<file path="src/rtl/fft_pkg.sv">
// Shared definitions for the iterative radix-2 FFT sequencer: state encoding,
// butterfly window length and width helpers for the stage/twiddle buses.
package fft_pkg;

    // Butterfly unit latency/window in clock cycles (one strobe per window).
    localparam int BFLY_PERIOD = 5;

    // Width of the phase counter that walks through one butterfly window.
    localparam int PHASE_W = 3;

    typedef enum logic [1:0] {
        ST_IDLE  = 2'd0,
        ST_RUN   = 2'd1,
        ST_FLUSH = 2'd2,
        ST_DONE  = 2'd3
    } state_e;

    // Width of the stage index: ceil(log2(n_log2)), at least one bit.
    function automatic int stage_w(input int n_log2);
        return (n_log2 < 2) ? 1 : $clog2(n_log2);
    endfunction

    // Width of the twiddle ROM address (N/2 entries).
    function automatic int tw_w(input int n_log2);
        return n_log2 - 1;
    endfunction

endpackage

</file>
<file path="src/rtl/fft_iter_seq_if.sv">
// Control bus between the FFT sequencer and its data RAM / twiddle ROM /
// butterfly unit. The sequencer is the master; the datapath side is the slave.
interface fft_iter_seq_if
    import fft_pkg::*;
#(
    parameter int N_LOG2 = 4
) ();

    localparam int SW = stage_w(N_LOG2);
    localparam int TW = tw_w(N_LOG2);

    logic              start;
    logic              busy;
    logic              done;
    logic              rd_en;
    logic [N_LOG2-1:0] rd_addr_a;
    logic [N_LOG2-1:0] rd_addr_b;
    logic [TW-1:0]     tw_addr;
    logic              bfly_strb;
    logic              wr_en;
    logic [N_LOG2-1:0] wr_addr_a;
    logic [N_LOG2-1:0] wr_addr_b;
    logic [SW-1:0]     stage_idx;

    modport master (
        input  start,
        output busy, done, rd_en, rd_addr_a, rd_addr_b, tw_addr,
               bfly_strb, wr_en, wr_addr_a, wr_addr_b, stage_idx
    );

    modport slave (
        output start,
        input  busy, done, rd_en, rd_addr_a, rd_addr_b, tw_addr,
               bfly_strb, wr_en, wr_addr_a, wr_addr_b, stage_idx
    );

endinterface

</file>
<file path="src/rtl/fft_iter_addr_gen.sv">
// Combinational DIT butterfly address generator: for stage s and butterfly j
// produces the operand pair addresses and the twiddle ROM index.
module fft_iter_addr_gen
    import fft_pkg::*;
#(
    parameter  int N_LOG2 = 4,
    localparam int SW     = stage_w(N_LOG2),
    localparam int TW     = tw_w(N_LOG2)
) (
    input  logic [SW-1:0]     s,
    input  logic [N_LOG2-1:0] j,
    output logic [N_LOG2-1:0] addr_a,
    output logic [N_LOG2-1:0] addr_b,
    output logic [TW-1:0]     tw_addr
);

    logic [N_LOG2-1:0] span;
    logic [N_LOG2-1:0] pos;
    logic [N_LOG2-1:0] grp;
    logic [TW-1:0]     pos_tw;
    logic [SW-1:0]     tw_shift;

    // span = 2^s; pos/grp split j into offset within group and group number.
    always_comb begin
        span     = {{(N_LOG2-1){1'b0}}, 1'b1} << s;
        pos      = j & (span - N_LOG2'(1));
        grp      = j >> s;
        addr_a   = ((grp << s) << 1) | pos;
        addr_b   = addr_a + span;
        tw_shift = SW'(N_LOG2 - 1) - s;
        pos_tw   = TW'(pos);
        tw_addr  = pos_tw << tw_shift;
    end

endmodule

</file>
<file path="src/rtl/fft_iter_seq.sv">
// Iterative in-place radix-2 DIT FFT sequencer. Issues one butterfly strobe
// every BFLY_PERIOD cycles, N/2 per stage plus one flush window, and writes
// each butterfly's result one cycle after the following strobe.
module fft_iter_seq #(
    parameter int N_LOG2      = 4,
    parameter int BFLY_PERIOD = fft_pkg::BFLY_PERIOD
) (
    input  logic           clk,
    input  logic           rst,
    fft_iter_seq_if.master bus
);

    import fft_pkg::*;

    localparam int SW   = stage_w(N_LOG2);
    localparam int TW   = tw_w(N_LOG2);
    localparam int HALF = 1 << (N_LOG2 - 1);

    localparam logic [PHASE_W-1:0] PH_LAST = PHASE_W'(BFLY_PERIOD - 1);
    localparam logic [PHASE_W-1:0] PH_WR   = PHASE_W'(1);
    localparam logic [N_LOG2-1:0]  J_LAST  = N_LOG2'(HALF - 1);
    localparam logic [N_LOG2-1:0]  J_FLUSH = N_LOG2'(HALF);
    localparam logic [SW-1:0]      S_LAST  = SW'(N_LOG2 - 1);

    // Sequencing counters: they describe the current cycle.
    state_e              state_q, state_d;
    logic [PHASE_W-1:0]  phase_q, phase_d;
    logic [SW-1:0]       stage_q, stage_d;
    logic [N_LOG2-1:0]   bfly_q,  bfly_d;

    // Registered outputs plus the held addresses of the previous butterfly.
    logic                busy_q,      busy_d;
    logic                done_q,      done_d;
    logic                rd_en_q,     rd_en_d;
    logic                strb_q,      strb_d;
    logic                wr_en_q,     wr_en_d;
    logic [N_LOG2-1:0]   rd_addr_a_q, rd_addr_a_d;
    logic [N_LOG2-1:0]   rd_addr_b_q, rd_addr_b_d;
    logic [TW-1:0]       tw_addr_q,   tw_addr_d;
    logic [N_LOG2-1:0]   hold_a_q,    hold_a_d;
    logic [N_LOG2-1:0]   hold_b_q,    hold_b_d;
    logic [N_LOG2-1:0]   wr_addr_a_q, wr_addr_a_d;
    logic [N_LOG2-1:0]   wr_addr_b_q, wr_addr_b_d;

    logic [N_LOG2-1:0]   gen_addr_a;
    logic [N_LOG2-1:0]   gen_addr_b;
    logic [TW-1:0]       gen_tw;

    // Addresses for the butterfly that the next cycle will strobe.
    fft_iter_addr_gen #(
        .N_LOG2 (N_LOG2)
    ) u_addr_gen (
        .s       (stage_d),
        .j       (bfly_d),
        .addr_a  (gen_addr_a),
        .addr_b  (gen_addr_b),
        .tw_addr (gen_tw)
    );

    // State and output registers with synchronous reset.
    always_ff @(posedge clk) begin
        // NOTE: non-blocking assignments so every flop samples pre-edge values.
        if (rst) begin
            state_q     <= ST_IDLE;
            phase_q     <= '0;
            stage_q     <= '0;
            bfly_q      <= '0;
            busy_q      <= 1'b0;
            done_q      <= 1'b0;
            rd_en_q     <= 1'b0;
            strb_q      <= 1'b0;
            wr_en_q     <= 1'b0;
            rd_addr_a_q <= '0;
            rd_addr_b_q <= '0;
            tw_addr_q   <= '0;
            hold_a_q    <= '0;
            hold_b_q    <= '0;
            wr_addr_a_q <= '0;
            wr_addr_b_q <= '0;
        end else begin
            state_q     <= state_d;
            phase_q     <= phase_d;
            stage_q     <= stage_d;
            bfly_q      <= bfly_d;
            busy_q      <= busy_d;
            done_q      <= done_d;
            rd_en_q     <= rd_en_d;
            strb_q      <= strb_d;
            wr_en_q     <= wr_en_d;
            rd_addr_a_q <= rd_addr_a_d;
            rd_addr_b_q <= rd_addr_b_d;
            tw_addr_q   <= tw_addr_d;
            hold_a_q    <= hold_a_d;
            hold_b_q    <= hold_b_d;
            wr_addr_a_q <= wr_addr_a_d;
            wr_addr_b_q <= wr_addr_b_d;
        end
    end

    // Next-state: walk phase 0..4, butterflies 0..N/2-1, flush window, stages.
    always_comb begin
        // NOTE: hold-value defaults before the case so no path infers a latch.
        state_d = state_q;
        phase_d = phase_q;
        stage_d = stage_q;
        bfly_d  = bfly_q;
        case (state_q)
            ST_IDLE: begin
                if (bus.start) begin
                    state_d = ST_RUN;
                    phase_d = '0;
                    stage_d = '0;
                    bfly_d  = '0;
                end
            end
            ST_RUN: begin
                if (phase_q == PH_LAST) begin
                    phase_d = '0;
                    if (bfly_q == J_LAST) begin
                        bfly_d  = J_FLUSH;
                        state_d = ST_FLUSH;
                    end else begin
                        bfly_d = bfly_q + N_LOG2'(1);
                    end
                end else begin
                    phase_d = phase_q + PHASE_W'(1);
                end
            end
            ST_FLUSH: begin
                if (stage_q == S_LAST && phase_q == PH_WR) begin
                    // Last stage: stop right after the final write.
                    state_d = ST_DONE;
                    phase_d = '0;
                    stage_d = '0;
                    bfly_d  = '0;
                end else if (phase_q == PH_LAST) begin
                    state_d = ST_RUN;
                    phase_d = '0;
                    stage_d = stage_q + SW'(1);
                    bfly_d  = '0;
                end else begin
                    phase_d = phase_q + PHASE_W'(1);
                end
            end
            ST_DONE: begin
                state_d = ST_IDLE;
            end
            default: begin
                state_d = ST_IDLE;
            end
        endcase
    end

    // Output decode from the next-cycle counters, so outputs are registered.
    always_comb begin
        busy_d  = (state_d == ST_RUN) || (state_d == ST_FLUSH);
        done_d  = (state_d == ST_DONE);
        strb_d  = busy_d && (phase_d == '0);
        rd_en_d = (state_d == ST_RUN) && (phase_d == '0);
        // A stage's first butterfly has no predecessor result to write.
        wr_en_d = busy_d && (phase_d == PH_WR) && (bfly_d != '0);

        rd_addr_a_d = rd_en_d ? gen_addr_a : rd_addr_a_q;
        rd_addr_b_d = rd_en_d ? gen_addr_b : rd_addr_b_q;
        tw_addr_d   = rd_en_d ? gen_tw     : tw_addr_q;

        // On every strobe, remember the butterfly read at the previous strobe.
        hold_a_d = strb_d ? rd_addr_a_q : hold_a_q;
        hold_b_d = strb_d ? rd_addr_b_q : hold_b_q;

        wr_addr_a_d = wr_en_d ? hold_a_q : wr_addr_a_q;
        wr_addr_b_d = wr_en_d ? hold_b_q : wr_addr_b_q;
    end

    assign bus.busy      = busy_q;
    assign bus.done      = done_q;
    assign bus.rd_en     = rd_en_q;
    assign bus.bfly_strb = strb_q;
    assign bus.wr_en     = wr_en_q;
    assign bus.rd_addr_a = rd_addr_a_q;
    assign bus.rd_addr_b = rd_addr_b_q;
    assign bus.tw_addr   = tw_addr_q;
    assign bus.wr_addr_a = wr_addr_a_q;
    assign bus.wr_addr_b = wr_addr_b_q;
    assign bus.stage_idx = stage_q;

endmodule
</file>
<file path="src/flat_wrapper.sv">
// flat-port wrapper written by rule: the top's interface ports become plain ports
module fft_iter_seq_flat import fft_pkg::*;
#(
    parameter int N_LOG2      = 4,
    parameter int BFLY_PERIOD = fft_pkg::BFLY_PERIOD
)
  (clk, rst, bus_start, bus_busy, bus_done, bus_rd_en, bus_rd_addr_a, bus_rd_addr_b, bus_tw_addr, bus_bfly_strb, bus_wr_en, bus_wr_addr_a, bus_wr_addr_b, bus_stage_idx);
  fft_iter_seq_if #(.N_LOG2(N_LOG2)) bus_i ();
  input  logic clk;
  input  logic rst;
  input wire logic [$bits(bus_i.start)-1:0] bus_start;
  output wire logic [$bits(bus_i.busy)-1:0] bus_busy;
  output wire logic [$bits(bus_i.done)-1:0] bus_done;
  output wire logic [$bits(bus_i.rd_en)-1:0] bus_rd_en;
  output wire logic [$bits(bus_i.rd_addr_a)-1:0] bus_rd_addr_a;
  output wire logic [$bits(bus_i.rd_addr_b)-1:0] bus_rd_addr_b;
  output wire logic [$bits(bus_i.tw_addr)-1:0] bus_tw_addr;
  output wire logic [$bits(bus_i.bfly_strb)-1:0] bus_bfly_strb;
  output wire logic [$bits(bus_i.wr_en)-1:0] bus_wr_en;
  output wire logic [$bits(bus_i.wr_addr_a)-1:0] bus_wr_addr_a;
  output wire logic [$bits(bus_i.wr_addr_b)-1:0] bus_wr_addr_b;
  output wire logic [$bits(bus_i.stage_idx)-1:0] bus_stage_idx;
  assign bus_i.start = bus_start;
  assign bus_busy = bus_i.busy;
  assign bus_done = bus_i.done;
  assign bus_rd_en = bus_i.rd_en;
  assign bus_rd_addr_a = bus_i.rd_addr_a;
  assign bus_rd_addr_b = bus_i.rd_addr_b;
  assign bus_tw_addr = bus_i.tw_addr;
  assign bus_bfly_strb = bus_i.bfly_strb;
  assign bus_wr_en = bus_i.wr_en;
  assign bus_wr_addr_a = bus_i.wr_addr_a;
  assign bus_wr_addr_b = bus_i.wr_addr_b;
  assign bus_stage_idx = bus_i.stage_idx;
  fft_iter_seq #(.N_LOG2(N_LOG2), .BFLY_PERIOD(BFLY_PERIOD)) u_core (.clk(clk), .rst(rst), .bus(bus_i));
endmodule
</file>
<file path="config.mk">
export PLATFORM = sky130hd
export DESIGN_NAME = fft_iter_seq_flat
export DESIGN_NICKNAME = d
export VERILOG_FILES = /design/src/rtl/fft_pkg.sv /design/src/rtl/fft_iter_seq_if.sv /design/src/rtl/fft_iter_addr_gen.sv /design/src/rtl/fft_iter_seq.sv /design/src/flat_wrapper.sv
export SDC_FILE = /design/constraint.sdc
export NUM_CORES = 1
export LEC_CHECK = 0
export ABC_AREA = 1
export BUFFER_PORTS_ARGS = -buffer_cell sky130_fd_sc_hd__buf_2
export CAP_MARGIN = 5
export CORE_ASPECT_RATIO = 2
export CORE_MARGIN = 10
export CORE_UTILIZATION = 62
export DETAILED_ROUTE_END_ITERATION = 10
export PLACE_DENSITY = 0.88
export SLEW_MARGIN = 20
export SYNTH_ARGS = -nofsm -noshare
export SYNTH_HDL_FRONTEND = slang
export SYNTH_HIERARCHICAL = 1
export SYNTH_SLANG_ARGS = --single-unit
export TNS_END_PERCENT = 30
</file>
<file path="constraint.sdc">
create_clock -name clk -period 4.37 [get_ports clk]
set_input_delay 0.874 -clock clk [delete_from_list [all_inputs] [get_ports clk]]
set_output_delay 0.874 -clock clk [all_outputs]
set_load 0.02 [all_outputs]
</file>
# [Word-level counts from Yosys, hierarchy flattened]
# Index checks and enable logic that the tools add are counted.
[totals] regBits=43 in_bits=3 output_inout_bits=26 elab_cells=68
[op_classes] add_sub_neg=6 n_eq_ne=11 shift=4 muxes=20 bitwise=2 reduce_logical=9
[op_table] op="$mux W4" count=5
[op_table] op="$mux W2" count=8
[op_table] op="$pmux W4 S3" count=1
[op_table] op="$eq A2 B2 Y1 const B" count=5
[op_table] op="$mux W3" count=3
[op_table] op="$pmux W3 S3" count=1
[op_table] op="$pmux W2 S4" count=1
[op_table] op="$eq A3 B1 Y1 const B" count=2
[op_table] op="$logic_and A1 B1 Y1" count=5
[op_table] op="$add A4 B1 Y4 const B" count=1
[op_table] op="$add A4 B4 Y4" count=1
[op_table] op="$and A4 B4 Y4" count=1
[op_table] op="$eq A2 B1 Y1 const B" count=2
[op_table] op="$eq A4 B3 Y1 const B" count=1
[op_table] op="$or A4 B4 Y4" count=1
[op_table] op="$pmux W2 S2" count=1
[op_table] op="$reduce_bool A4 Y1" count=1
[op_table] op="$shl A1 B2 Y4 const A" count=1
[op_table] op="$shl A4 B2 Y3" count=1
[op_table] op="$shr A4 B2 Y4" count=1
[op_table] op="$sub A4 B1 Y4 const B" count=1
[op_table] op="$add A3 B1 Y3 const B" count=1
[op_table] op="$eq A3 B3 Y1 const B" count=1
[op_table] op="$logic_not A3 Y1" count=1
[op_table] op="5 further kinds" count=5

# [Longest topological paths before layout]
[logic_depth] ltp_word=9 depth_mapped=20 depth_no_buf=19

# [Cells and area by module]
# Netlist, hierarchy kept.
[modules_own_cells] module="fft_iter_seq" n_inst=1 cells_per_inst=290 area_each_um2=2109.5 seq_area_each_um2=860.8
[modules_own_cells] module="fft_iter_addr_gen" n_inst=1 cells_per_inst=37 area_each_um2=207.7 seq_area_each_um2=0.0

# [Worst setup path before layout]
# No wires, ideal clock.
[synth_timing] path_kind="register -> register" from="register u_core.phase_q[0]" to="register u_core.rd_addr_b_q[3] (netlist: u_core/bus.rd_addr_b[3])" setup_ps=70 arrival_time_ps=2576 required_ps=4300 slack_ps=1723 path_stages_with_launch=20 n_path_buf=0 synth_period_minus_slack_ps=2647 path_cell_list="dfxtp_1 > inv_1 > ha_1 > nand2_1 > inv_1 > or2_2 > nand3_1 > nand2_1 > inv_2 > nor2_4 > nand2_1 > nand3_1 > ha_1 > nand2_1 > nand2_1 > inv_1 > nand2_1 > nand2_1 > nand4_1 > a21oi_1"
[synth_between] elab_chain_cells=9 elab_cells_between_ends=29
[synth_rtl] item="start: declaration" line="fft_iter_seq.sv:27" text="logic [PHASE_W-1:0] phase_q, phase_d;"
[synth_rtl] item="start signal: assignment" line="fft_iter_seq.sv:82" text="phase_q <= phase_d;"
[synth_rtl] item="$eq A3 B3 Y1 or $eq A3 B1 Y1 (tied branches)" line="fft_iter_seq.sv:136, fft_iter_seq.sv:130"
[synth_rtl] item="$mux W2 or $logic_and A1 B1 Y1 (tied branches)" line="fft_iter_seq.sv:136, fft_iter_seq.sv:130"
[synth_rtl] item="$mux W2 *" line="fft_iter_seq.sv:130" text="if (stage_q == S_LAST && phase_q == PH_WR) begin"
[synth_rtl] item="$pmux W2 S2 *" line="fft_iter_seq.sv:107" text="case (state_q)"
[synth_rtl] item="via u_core.stage_d[0]" line="fft_iter_seq.sv:28" text="logic [SW-1:0] stage_q, stage_d;"
[synth_rtl] item="$shl A1 B2 Y4" line="fft_iter_addr_gen.sv:25" text="span = {{(N_LOG2-1){1'b0}}, 1'b1} << s;"
[synth_rtl] item="$sub A4 B1 Y4" line="fft_iter_addr_gen.sv:26" text="pos = j & (span - N_LOG2'(1));"
[synth_rtl] item="$and A4 B4 Y4" line="fft_iter_addr_gen.sv:26"
[synth_rtl] item="$or A4 B4 Y4 *" line="fft_iter_addr_gen.sv:28" text="addr_a = ((grp << s) << 1) | pos;"
[synth_rtl] item="via u_core.gen_addr_a[2]" line="fft_iter_seq.sv:45" text="logic [N_LOG2-1:0] gen_addr_a;"
[synth_rtl] item="$add A4 B4 Y4 *" line="fft_iter_addr_gen.sv:29" text="addr_b = addr_a + span;"
[synth_rtl] item="via u_core.gen_addr_b[3]" line="fft_iter_seq.sv:46" text="logic [N_LOG2-1:0] gen_addr_b;"
[synth_rtl] item="end signal: assignment" line="fft_iter_seq.sv:91" text="rd_addr_b_q <= rd_addr_b_d;"
[synth_rtl] item="end: declaration" line="fft_iter_seq.sv:38" text="logic [N_LOG2-1:0] rd_addr_b_q, rd_addr_b_d;"
# The timed path passes the listed nets; every way through them passes the cells marked *.
# A chain may end at the register's enable or synchronous reset.

# [Worst setup path in the final report]
# Ends and elaborated chain as after synthesis.

==> impl_summary.log <==
INFO  metric crit_fanout = 8
INFO  metric report.power.total = approximately 0.00094 W
INFO  metric top_ff_cell_synth = sky130_fd_sc_hd__dfxtp_1
INFO  metric grt_start_max_net_pins = 27
INFO  metric gp_congestion = 0.946
INFO  metric post-dp-hpwl = between 3 and 4 mm
INFO  metric drc = 0
INFO  metric worst_skew_pair.late_latency = 0.30 ns
INFO  metric ctsLongestPathBuffers = 2
INFO  metric critPathTopFamily = simple AND/OR/NAND/NOR gates
INFO  metric setup.worst_path.start_class = flop
INFO  metric cts.hold.buffers_added = 0
INFO  metric async_reset_ff_frac = 0
INFO  metric worst_path_most_repeated_cell = sky130_fd_sc_hd__nand2_1
INFO  metric postRouteAntennaNets = 0
INFO  metric critPathKind = reg2reg
INFO  metric synth_seq_area_share = 0.371
INFO  metric fin_worst_hold_slack = 0.461 ns
INFO  metric areaGrowthSynthToFinish = 10.7%
INFO  metric cap_viol_max_count = 0
INFO  metric post-synth-top-count-cell = sky130_fd_sc_hd__nand2_1
INFO  metric synthesis.yosys.warnings = 6
INFO  metric layout-drive-gt1-share = 0.191
INFO  metric netlist_area = around 2300 µm²
INFO  metric fmaxAchievable = 329 MHz
INFO  metric synthesis.instances = 327
INFO  metric core_region_area = 3610 µm²
INFO  metric leading_post_synthesis_cells_by_cell_area = sky130_fd_sc_hd__dfxtp_1 37%, sky130_fd_sc_hd__nand2_1 14%, sky130_fd_sc_hd__nor2_1 7.5%, sky130_fd_sc_hd__inv_1 6.0%, sky130_fd_sc_hd__ha_1 4.9%
INFO  metric critical_path.slowest_cell = sky130_fd_sc_hd__dfxtp_1
INFO  metric power_per_cell_area = 367 nW/µm²
INFO  metric starting_density_of_the_core = 0.642
INFO  metric drt_pass1_iterations = 4
INFO  metric critPathMaxStageDelay = 0.45 ns
INFO  metric worst-r2r-setup-slack = 1.33 ns
INFO  metric finalSetupTns = 0 ns
INFO  metric groute.usage.overall = 0.145
INFO  metric n_antenna_cell = 0
INFO  metric antenna_violations_before_repair = 0
INFO  metric report.final.slew_viol_count = 0
INFO  metric cts.htree.levels = 2
INFO  metric final_util = 0.711
INFO  metric ctsResizeCount = 0
INFO  metric setup-violations-final = 0
INFO  metric unrepaired_setup_endpoints_after_global_routing = false
INFO  metric setup.worst_path.end_class = flop
INFO  metric wl_per_cell = about 13 µm
INFO  metric final-hold-violation-count = 0
INFO  metric min_path_type = reg2reg
INFO  metric run_status = finished, final reports clean
INFO  metric synthDominantCellAreaShare = 0.371
INFO  metric dp.cells = 392
INFO  metric die_y = 106 µm
INFO  metric synth-seq-cells = 43
INFO  metric route.final.wire_length = 5.03 mm
INFO  metric cts_made_buffers = 5
INFO  metric stdcell_count = 400
INFO  metric num_rows = 31
INFO  metric ir_drop = 0.296 mV
INFO  metric fp.dieArea = approximately 6700 µm²
INFO  metric synth-edff-count = 0
INFO  metric synth_cell_types = 33
INFO  metric globalRouteOverflowTotal = 0
INFO  metric synth_nets = 340
INFO  metric dr.first_iter.drc_count = 68
INFO  metric wire_length_of_the_first_global_routing_pass = roughly 8.1 mm
INFO  metric nFillCells = 306
INFO  metric p_leak = 1.30 nW
INFO  metric die-width = 63.2 µm
INFO  metric net_count_final = roughly 360
INFO  metric layout_worst_path_cycle_share = 0.696
INFO  metric pin_count = 29
INFO  metric cts-root-buf = sky130_fd_sc_hd__clkbuf_8
INFO  metric drt-vias-per-instance = between 5 and 6
INFO  metric actual_slew_at_the_worst_max_slew_pin = 0.621 ns
INFO  metric period_needed = 3.04 ns
INFO  metric yosysTopAreaCell = sky130_fd_sc_hd__dfxtp_1
INFO  metric path_clk_slew = 0.08 ns
INFO  metric timing.critical_path.buf_inv = 4
INFO  metric synth.avg_cell_area = 7.09 µm²
INFO  metric slew-limit-headroom = 0.585
INFO  metric synth_commonest_cells = 84 x sky130_fd_sc_hd__nand2_1, 46 x sky130_fd_sc_hd__nor2_1, 43 x sky130_fd_sc_hd__dfxtp_1
INFO  metric tritoncts = yes
INFO  metric io_buffers = 28
INFO  metric finalClockSkew = 0.0101 ns
INFO  metric first_global_vias = 1915
INFO  metric cts_num_sinks = 43
INFO  metric post-cts-setup-buffer-count = 0
INFO  metric cp_data_required_time = roughly 4.6 ns
INFO  metric critPathArrivalTime = 3.27 ns
INFO  metric dr_total_vias = ~2100
INFO  metric path_cells = inv_1 -> ha_1 -> nand2_1 -> inv_1 -> or2_2 -> nand3_1 -> nand2_1 -> inv_2 -> nor2_4 -> nand2_1 -> nand3_1 -> ha_1 -> nand2_1 -> nand2_1 -> inv_1 -> nand2_1 -> nand2_1 -> nand4_1 -> a21oi_1
-- area by class of cell --
class | count | area (µm²) | share of cell area
multi-input combinational | 229 | 1210 | 0.471
sequential | 43 | 861 | 0.336
inverter | 43 | 161 | 0.0629
timing repair buffer | 28 | 140 | 0.0546
clock buffer | 6 | 72.6 | 0.0283
tap | 49 | 61.3 | 0.0239
clock inverter | 2 | 60.1 | 0.0234
-- per-layer routing --
metal	GRT usage	up-vias	wire (µm)
met5	0	-	0
met4	0.104	0	231
met3	0.0484	24	312
met2	0.266	62	2630
met1	0.126	972	1850
li1	-	1072	-
-- metrics by stage --
step | area (µm²) | worst slack [ns]
after floorplan | 2320 | 1.72
after global placement | 2430 | 1.50
after detailed placement | 2430 | 1.39
after CTS | 2560 | 1.34
after global routing | 2560 | 0.987
final | 2560 | 1.33
-- kinds of logic after synthesis --
family	count (synthesis)	synth area share
AO/OA/AOI/OAI	35	0.0994
XOR/XNOR	2	0.00756
adder cells (fa/ha/maj)	10	0.0572
buffers and inverters	55	0.107
flip-flops	43	0.371
other	1	0.00162
AND/OR/NAND/NOR	181	0.356
-- power by group --
part / total [W] / leakage, nW / switching, W / internal, W
clock: 0.000364 / 0.0654 / 0.000136 / 0.000228
sequential: 0.000422 / 0.350 / 0.00000946 / 0.000413
combinational: 0.000154 / 0.880 / 0.000111 / 0.0000432
-- worst paths after layout --
path | endpoint | startpoint | cells past startpoint
max | u_core/bus.rd_addr_b[3] | u_core/phase_q[0] | 19
min | u_core/bus.tw_addr[0] | u_core/bus.tw_addr[0] | 2
max reg2reg | u_core/bus.rd_addr_b[3] | u_core/phase_q[0] | 19
min reg2reg | u_core/bus.tw_addr[0] | u_core/bus.tw_addr[0] | 2
-- worst min-delay path, delay by kind of cell (launching register included) --
| family | cells | cell delay [ns] |
|---|---|---|
| compound gates | 1 | 0.05 |
| flops | 1 | 0.31 |
| simple gates | 1 | 0.06 |
-- state kept, by name, summed over array words and instances, names as in the netlist --
signal	flops
u_core/bfly_q	4
u_core/bus.bfly_strb	1
u_core/bus.busy	1
u_core/bus.done	1
u_core/bus.rd_addr_a	4
u_core/bus.rd_addr_b	4
u_core/bus.rd_en	1
u_core/bus.stage_idx	2
u_core/bus.tw_addr	3
u_core/bus.wr_addr_a	4
u_core/bus.wr_addr_b	4
u_core/bus.wr_en	1
u_core/hold_a_q	4
u_core/hold_b_q	4
u_core/phase_q	3
u_core/state_q	2
-- placed cells by master, fill, tap and decap left out, drive strengths merged, types with 2 or more instances in the layout --
cell	synthesis	routed
nand2	90	90
nand4	12	12
ha	9	9
inv	42	42
bufinv	0	2
dfxtp	43	43
o21ai	5	5
nand3	24	24
a21oi	26	26
nor2	53	53
xor2	2	2
buf	7	28
clkbuf	5	6
No activity file was read; power rests on OpenSTA's default activity.
